--- src/rtl/rf_pkg.sv ---
// Shared defaults and per-entry scoreboard update rule for the register file.
package rf_pkg;

    localparam int DEF_DATA_W = 32;
    localparam int DEF_ADDR_W = 5;
    localparam int DEF_NREAD  = 2;

    typedef struct packed {
        logic nxt;
        logic inc;
        logic dec;
    } busy_upd_t;

    // Set has priority over clear, so an issue that re-targets a register being
    // written back in the same cycle keeps it pending. inc/dec are the change in
    // population, which keeps the pending counter equal to the number of set bits.
    function automatic busy_upd_t busy_next(input logic cur, input logic set, input logic clr);
        busy_upd_t u;
        u.nxt = set | (cur & ~clr);
        u.inc = u.nxt & ~cur;
        u.dec = cur & ~u.nxt;
        return u;
    endfunction

endpackage

--- src/rtl/rf_scoreboard.sv ---
// Pending-write scoreboard: busy vector, pending count, per-port busy and issue stall.
module rf_scoreboard
    import rf_pkg::*;
#(
    parameter int ADDR_W = DEF_ADDR_W,
    parameter int NREAD  = DEF_NREAD
) (
    input  logic                    clk,
    input  logic                    rst,
    input  logic [NREAD*ADDR_W-1:0] rd_addr,
    input  logic                    wr_en,
    input  logic [ADDR_W-1:0]       wr_addr,
    input  logic                    issue_en,
    input  logic                    issue_dst_en,
    input  logic [ADDR_W-1:0]       issue_dst,
    output logic [NREAD-1:0]        rd_busy,
    output logic                    stall,
    output logic [ADDR_W:0]         busy_cnt
);

    localparam int DEPTH = 2**ADDR_W;
    localparam int CNT_W = ADDR_W + 1;

    logic [DEPTH-1:0] busy;
    logic [DEPTH-1:0] busy_nxt;
    logic [DEPTH-1:0] inc_vec;
    logic [DEPTH-1:0] dec_vec;
    logic             waw;
    logic             accept;
    logic             set_en;
    logic             clr_en;
    busy_upd_t        upd;

    // A same-cycle writeback hides the pending mark so decode need not wait a cycle.
    always_comb begin
        rd_busy = '0;
        for (int p = 0; p < NREAD; p++) begin
            rd_busy[p] = busy[rd_addr[p*ADDR_W +: ADDR_W]]
                         && !(wr_en && (wr_addr == rd_addr[p*ADDR_W +: ADDR_W]));
        end
    end

    assign waw    = issue_dst_en && busy[issue_dst] && !(wr_en && (wr_addr == issue_dst));
    assign stall  = issue_en && ((|rd_busy) || waw);
    assign accept = issue_en && !stall;
    assign set_en = accept && issue_dst_en && (issue_dst != '0);
    assign clr_en = wr_en && (wr_addr != '0);

    always_comb begin
        busy_nxt = '0;
        inc_vec  = '0;
        dec_vec  = '0;
        upd      = '0;
        for (int i = 0; i < DEPTH; i++) begin
            upd = busy_next(busy[i],
                            set_en && (issue_dst == ADDR_W'(i)),
                            clr_en && (wr_addr == ADDR_W'(i)));
            busy_nxt[i] = upd.nxt;
            inc_vec[i]  = upd.inc;
            dec_vec[i]  = upd.dec;
        end
    end

    always_ff @(posedge clk or posedge rst) begin
        if (rst) begin
            busy     <= '0;
            busy_cnt <= '0;
        end else begin
            busy     <= busy_nxt;
            busy_cnt <= busy_cnt + CNT_W'(|inc_vec) - CNT_W'(|dec_vec);
        end
    end

endmodule

--- src/rtl/reg_file_sb.sv ---
// Multi-port register file with write-through bypass; r0 reads as zero.
module reg_file_sb
    import rf_pkg::*;
#(
    parameter int DATA_W = DEF_DATA_W,
    parameter int ADDR_W = DEF_ADDR_W,
    parameter int NREAD  = DEF_NREAD
) (
    input  logic                    clk,
    input  logic                    rst,
    input  logic [NREAD*ADDR_W-1:0] rd_addr,
    output logic [NREAD*DATA_W-1:0] rd_data,
    output logic [NREAD-1:0]        rd_busy,
    input  logic                    wr_en,
    input  logic [ADDR_W-1:0]       wr_addr,
    input  logic [DATA_W-1:0]       wr_data,
    input  logic                    issue_en,
    input  logic                    issue_dst_en,
    input  logic [ADDR_W-1:0]       issue_dst,
    output logic                    stall,
    output logic [ADDR_W:0]         busy_cnt
);

    localparam int DEPTH = 2**ADDR_W;

    logic [DATA_W-1:0] mem [DEPTH];

    always_ff @(posedge clk or posedge rst) begin
        if (rst) begin
            for (int i = 0; i < DEPTH; i++) begin
                mem[i] <= '0;
            end
        end else if (wr_en && (wr_addr != '0)) begin
            mem[wr_addr] <= wr_data;
        end
    end

    for (genvar p = 0; p < NREAD; p++) begin : g_rd
        logic [ADDR_W-1:0] addr;
        assign addr = rd_addr[p*ADDR_W +: ADDR_W];
        assign rd_data[p*DATA_W +: DATA_W] = (addr == '0)                   ? '0      :
                                             (wr_en && (wr_addr == addr)) ? wr_data :
                                                                            mem[addr];
    end

    rf_scoreboard #(
        .ADDR_W (ADDR_W),
        .NREAD  (NREAD)
    ) u_sb (
        .clk          (clk),
        .rst          (rst),
        .rd_addr      (rd_addr),
        .wr_en        (wr_en),
        .wr_addr      (wr_addr),
        .issue_en     (issue_en),
        .issue_dst_en (issue_dst_en),
        .issue_dst    (issue_dst),
        .rd_busy      (rd_busy),
        .stall        (stall),
        .busy_cnt     (busy_cnt)
    );

endmodule

--- config.mk ---
export PLATFORM = sky130hd
export DESIGN_NAME = reg_file_sb
export DESIGN_NICKNAME = d
export VERILOG_FILES = /design/src/rtl/rf_pkg.sv /design/src/rtl/rf_scoreboard.sv /design/src/rtl/reg_file_sb.sv
export SDC_FILE = /design/constraint.sdc
export NUM_CORES = 2
export LEC_CHECK = 0
export CAP_MARGIN = 20
export CORE_MARGIN = 2
export CORE_UTILIZATION = 60
export DETAILED_ROUTE_END_ITERATION = 8
export PLACE_DENSITY = 0.74
export SKIP_CTS_REPAIR_TIMING = 1
export SLEW_MARGIN = 0
export SYNTH_ARGS = -nofsm -noshare
export SYNTH_HDL_FRONTEND = slang
export SYNTH_SLANG_ARGS = --single-unit
--- constraint.sdc ---
create_clock -name clk -period 56.1 [get_ports clk]
set_input_delay 11.22 -clock clk [delete_from_list [all_inputs] [get_ports clk]]
set_output_delay 11.22 -clock clk [all_outputs]
set_load 0.01 [all_outputs]
==> reports/metrics.yaml <==
clk_pin_slew_ps: 60
worst_pin_slew_ps: 1152
min_period_ps: 27580
p_leak_nw: 27.72
setup_violations: 0
finalSetupTns_ps: 0
min_from: "mem[1023]$_DFFE_PP0P_"
wl_per_cell_um: 33.37
synth-seq-area-share_pct: 45.59
yosys_warnings: 0
numCtsBuffers: 110
period_share_pct: 49.16
grt_max_degree: 136
io_buffers: 129
crit_path_end_kind: "primary output"
arrival_ps: 16360
syn_avg_cell_area_um2: 14.36
design.die.area_um2: 99660
drtPass1Iterations: 5
grt_overflow: 0
hold_end: "mem[1023]$_DFFE_PP0P_"
clock_sinks: 1062
drv_slew: 0
synthArstFlopShare_pct: 100.0
hp-class: "flop to flop"
path_max_fanout: 54
dpl.hpwl_um: 90610
rows: 114
fmax_mhz: 36.26
critPathRequiredTime_ps: 44880
rsz0062_at_grt: "false"
grt_pass1_vias: 38730
synth_nets: 4124
hold_viol: 0
synth_top_cell_by_area: "dfrtp_1"
boundaryPins: 130
core_um2: 96420
slew_headroom_pct: 23.19
skew_ps: 4.160
regToRegEndpoint: "u_sb.busy_cnt[4]$_DFF_PP0_"
grt_usage_pct: 36.25
grt_pass1_wl_um: 262800
rr_worst_depth: 15
power.total_mw: 2.294
synth.distinct_cells: 66
path_class: "input port to primary output"
area_growth_pct: 10.59
outcome: "complete, no violations"
tritoncts: "yes"
r2r_setup_slack_ps: 50740
drv_cap: 0
wl_um: 177200
final_layout_size_suffix_gt1_share_pct: 46.41
yosys.area.top_type_share_pct: 45.59
diodes: 0
htreeDepth: 3
num_vias: 38410
drcViolationCount: 0
final_nets: 4006
start_kind: "input port"
synth_common_cells: "1062 x dfrtp_1, 957 x mux2_2, 567 x mux4_2, 333 x clkbuf_1, 273 x nand2_1"
die-height_um: 315.7
r2r_start: "u_sb.busy[10]$_DFF_PP0_"
power.density_nw_per_um2: 35.58
yosys-top-cells-area: "dfrtp_1 46%, mux4_2 22%, mux2_2 18%, mux2i_1 2.6%, clkbuf_1 2.1%"
yosysMostFrequentCell: "dfrtp_1"
start_util_pct: 60.45
gp_congestion: 0.9840
drt-vias-per-instance: 7.234
dieWidth_um: 315.7
synthFlopType: "dfrtp_1"
ys_ff_latch: 1062
clk_path_buf_depth: 3
fill_cells: 6838
antenna_found_initial: 0
synth_edf_count: 0
ant_nets: 0
synthCells: 4060
syn_area_um2: 58290
drt_iter0_markers: 4399
clk_latency_ps: 710
peakVddDrop_mv: 0.02551
hold_depth: 0
cts-root-buf: "clkbuf_16"
## kinds of logic after synthesis
group	after synthesis	synth area share (%)
simple gates	487	3.726
fa+ha+maj	7	0.1631
mux	1677	43.02
compound gates	323	3.962
xor+xnor	20	0.3005
flops	1062	45.59
buf+inv	484	3.235
## registers in the layout (all words and copies together), names as in the netlist
name           count
u_sb.busy_cnt      6
mem             1024
u_sb.busy         32
## power breakdown
group,total (mW),internal (mW),switching [mW]
Combinational,0.507,0.310,0.197
Clock,0.765,0.443,0.321
Sequential,1.02,0.912,0.110
Total,2.29,1.67,0.628
## cells in the final DEF, fill, tap and decap left out, drive strengths merged, types with 18 or more instances in the layout
master | synthesis | routed
a211oi | 98 | 98
a21oi | 49 | 49
a221oi | 18 | 18
buf | 126 | 107
clkbuf | 333 | 165
clkdlybuf4s50 | 0 | 119
clkinv | 0 | 27
dfrtp | 1062 | 1062
inv | 25 | 31
mux2 | 957 | 957
mux2i | 153 | 153
mux4 | 567 | 567
nand2 | 273 | 273
nand3 | 18 | 18
nor2 | 83 | 83
nor2b | 28 | 28
o21ai | 32 | 32
o22ai | 37 | 37
## per-layer routing
layer	share of wire, %	GRT usage, %	routed length, um	vias to the layer above
met5	0	0	0	-
met4	4.3	14.66	7690	0
met3	9.5	7.392	16860	444
met2	47	55.78	83220	2101
met1	39	51.34	69450	20530
li1	-	-	-	15340
## worst max-delay path by stage
| stage | startpoint | to | slack [ps] |
|---|---|---|---|
| 6_report | rd_addr[0] | rd_data[14] | 28520 |
| 5_1_grt | rd_addr[0] | rd_data[14] | 28190 |
| 4_1_cts | rd_addr[0] | rd_data[14] | 28460 |
| 3_5_place_dp | rd_addr[0] | rd_data[14] | 28450 |
| 3_3_place_gp | rd_addr[0] | rd_data[14] | 28520 |
| 2_1_floorplan | rst | mem[0]$_DFFE_PP0P_ | 14990 |
## layout make-up
cell class	count	area [um2]	share of cell area, %
clock buffers	162	3291	5.104
clock inverters	42	483.0	0.7492
inverters	25	101.3	0.1572
multi-input cells	2514	30110	46.71
flip-flops and latches	1062	26580	41.22
well taps	1276	1597	2.477
repair buffers	229	2310	3.583
## critical path, stage by stage
cell             delay [ps]
buf_8                   470
buf_4                   760
buf_4                   760
buf_4                   840
mux4_2                  610
mux2_2                  280
a221oi_1                270
a211oi_1                 70
a21oi_1                 330
nor2_1                   80
clkdlybuf4s50_1         500
## per-stage QoR
step	worst slack [ps]	instances	hold slack, ps	utilization, %	area (um2)
2_1_floorplan	14990	4060	441.3	-	58290
3_3_place_gp	28520	5093	377.9	62.62	60380
3_5_place_dp	28450	5094	384.0	62.65	60410
4_1_cts	28460	5298	396.7	66.56	64180
5_1_grt	28190	5310	410.7	66.86	64470
6_report	28520	5310	395.5	66.86	64470
Power figures use the tool's default switching activity.
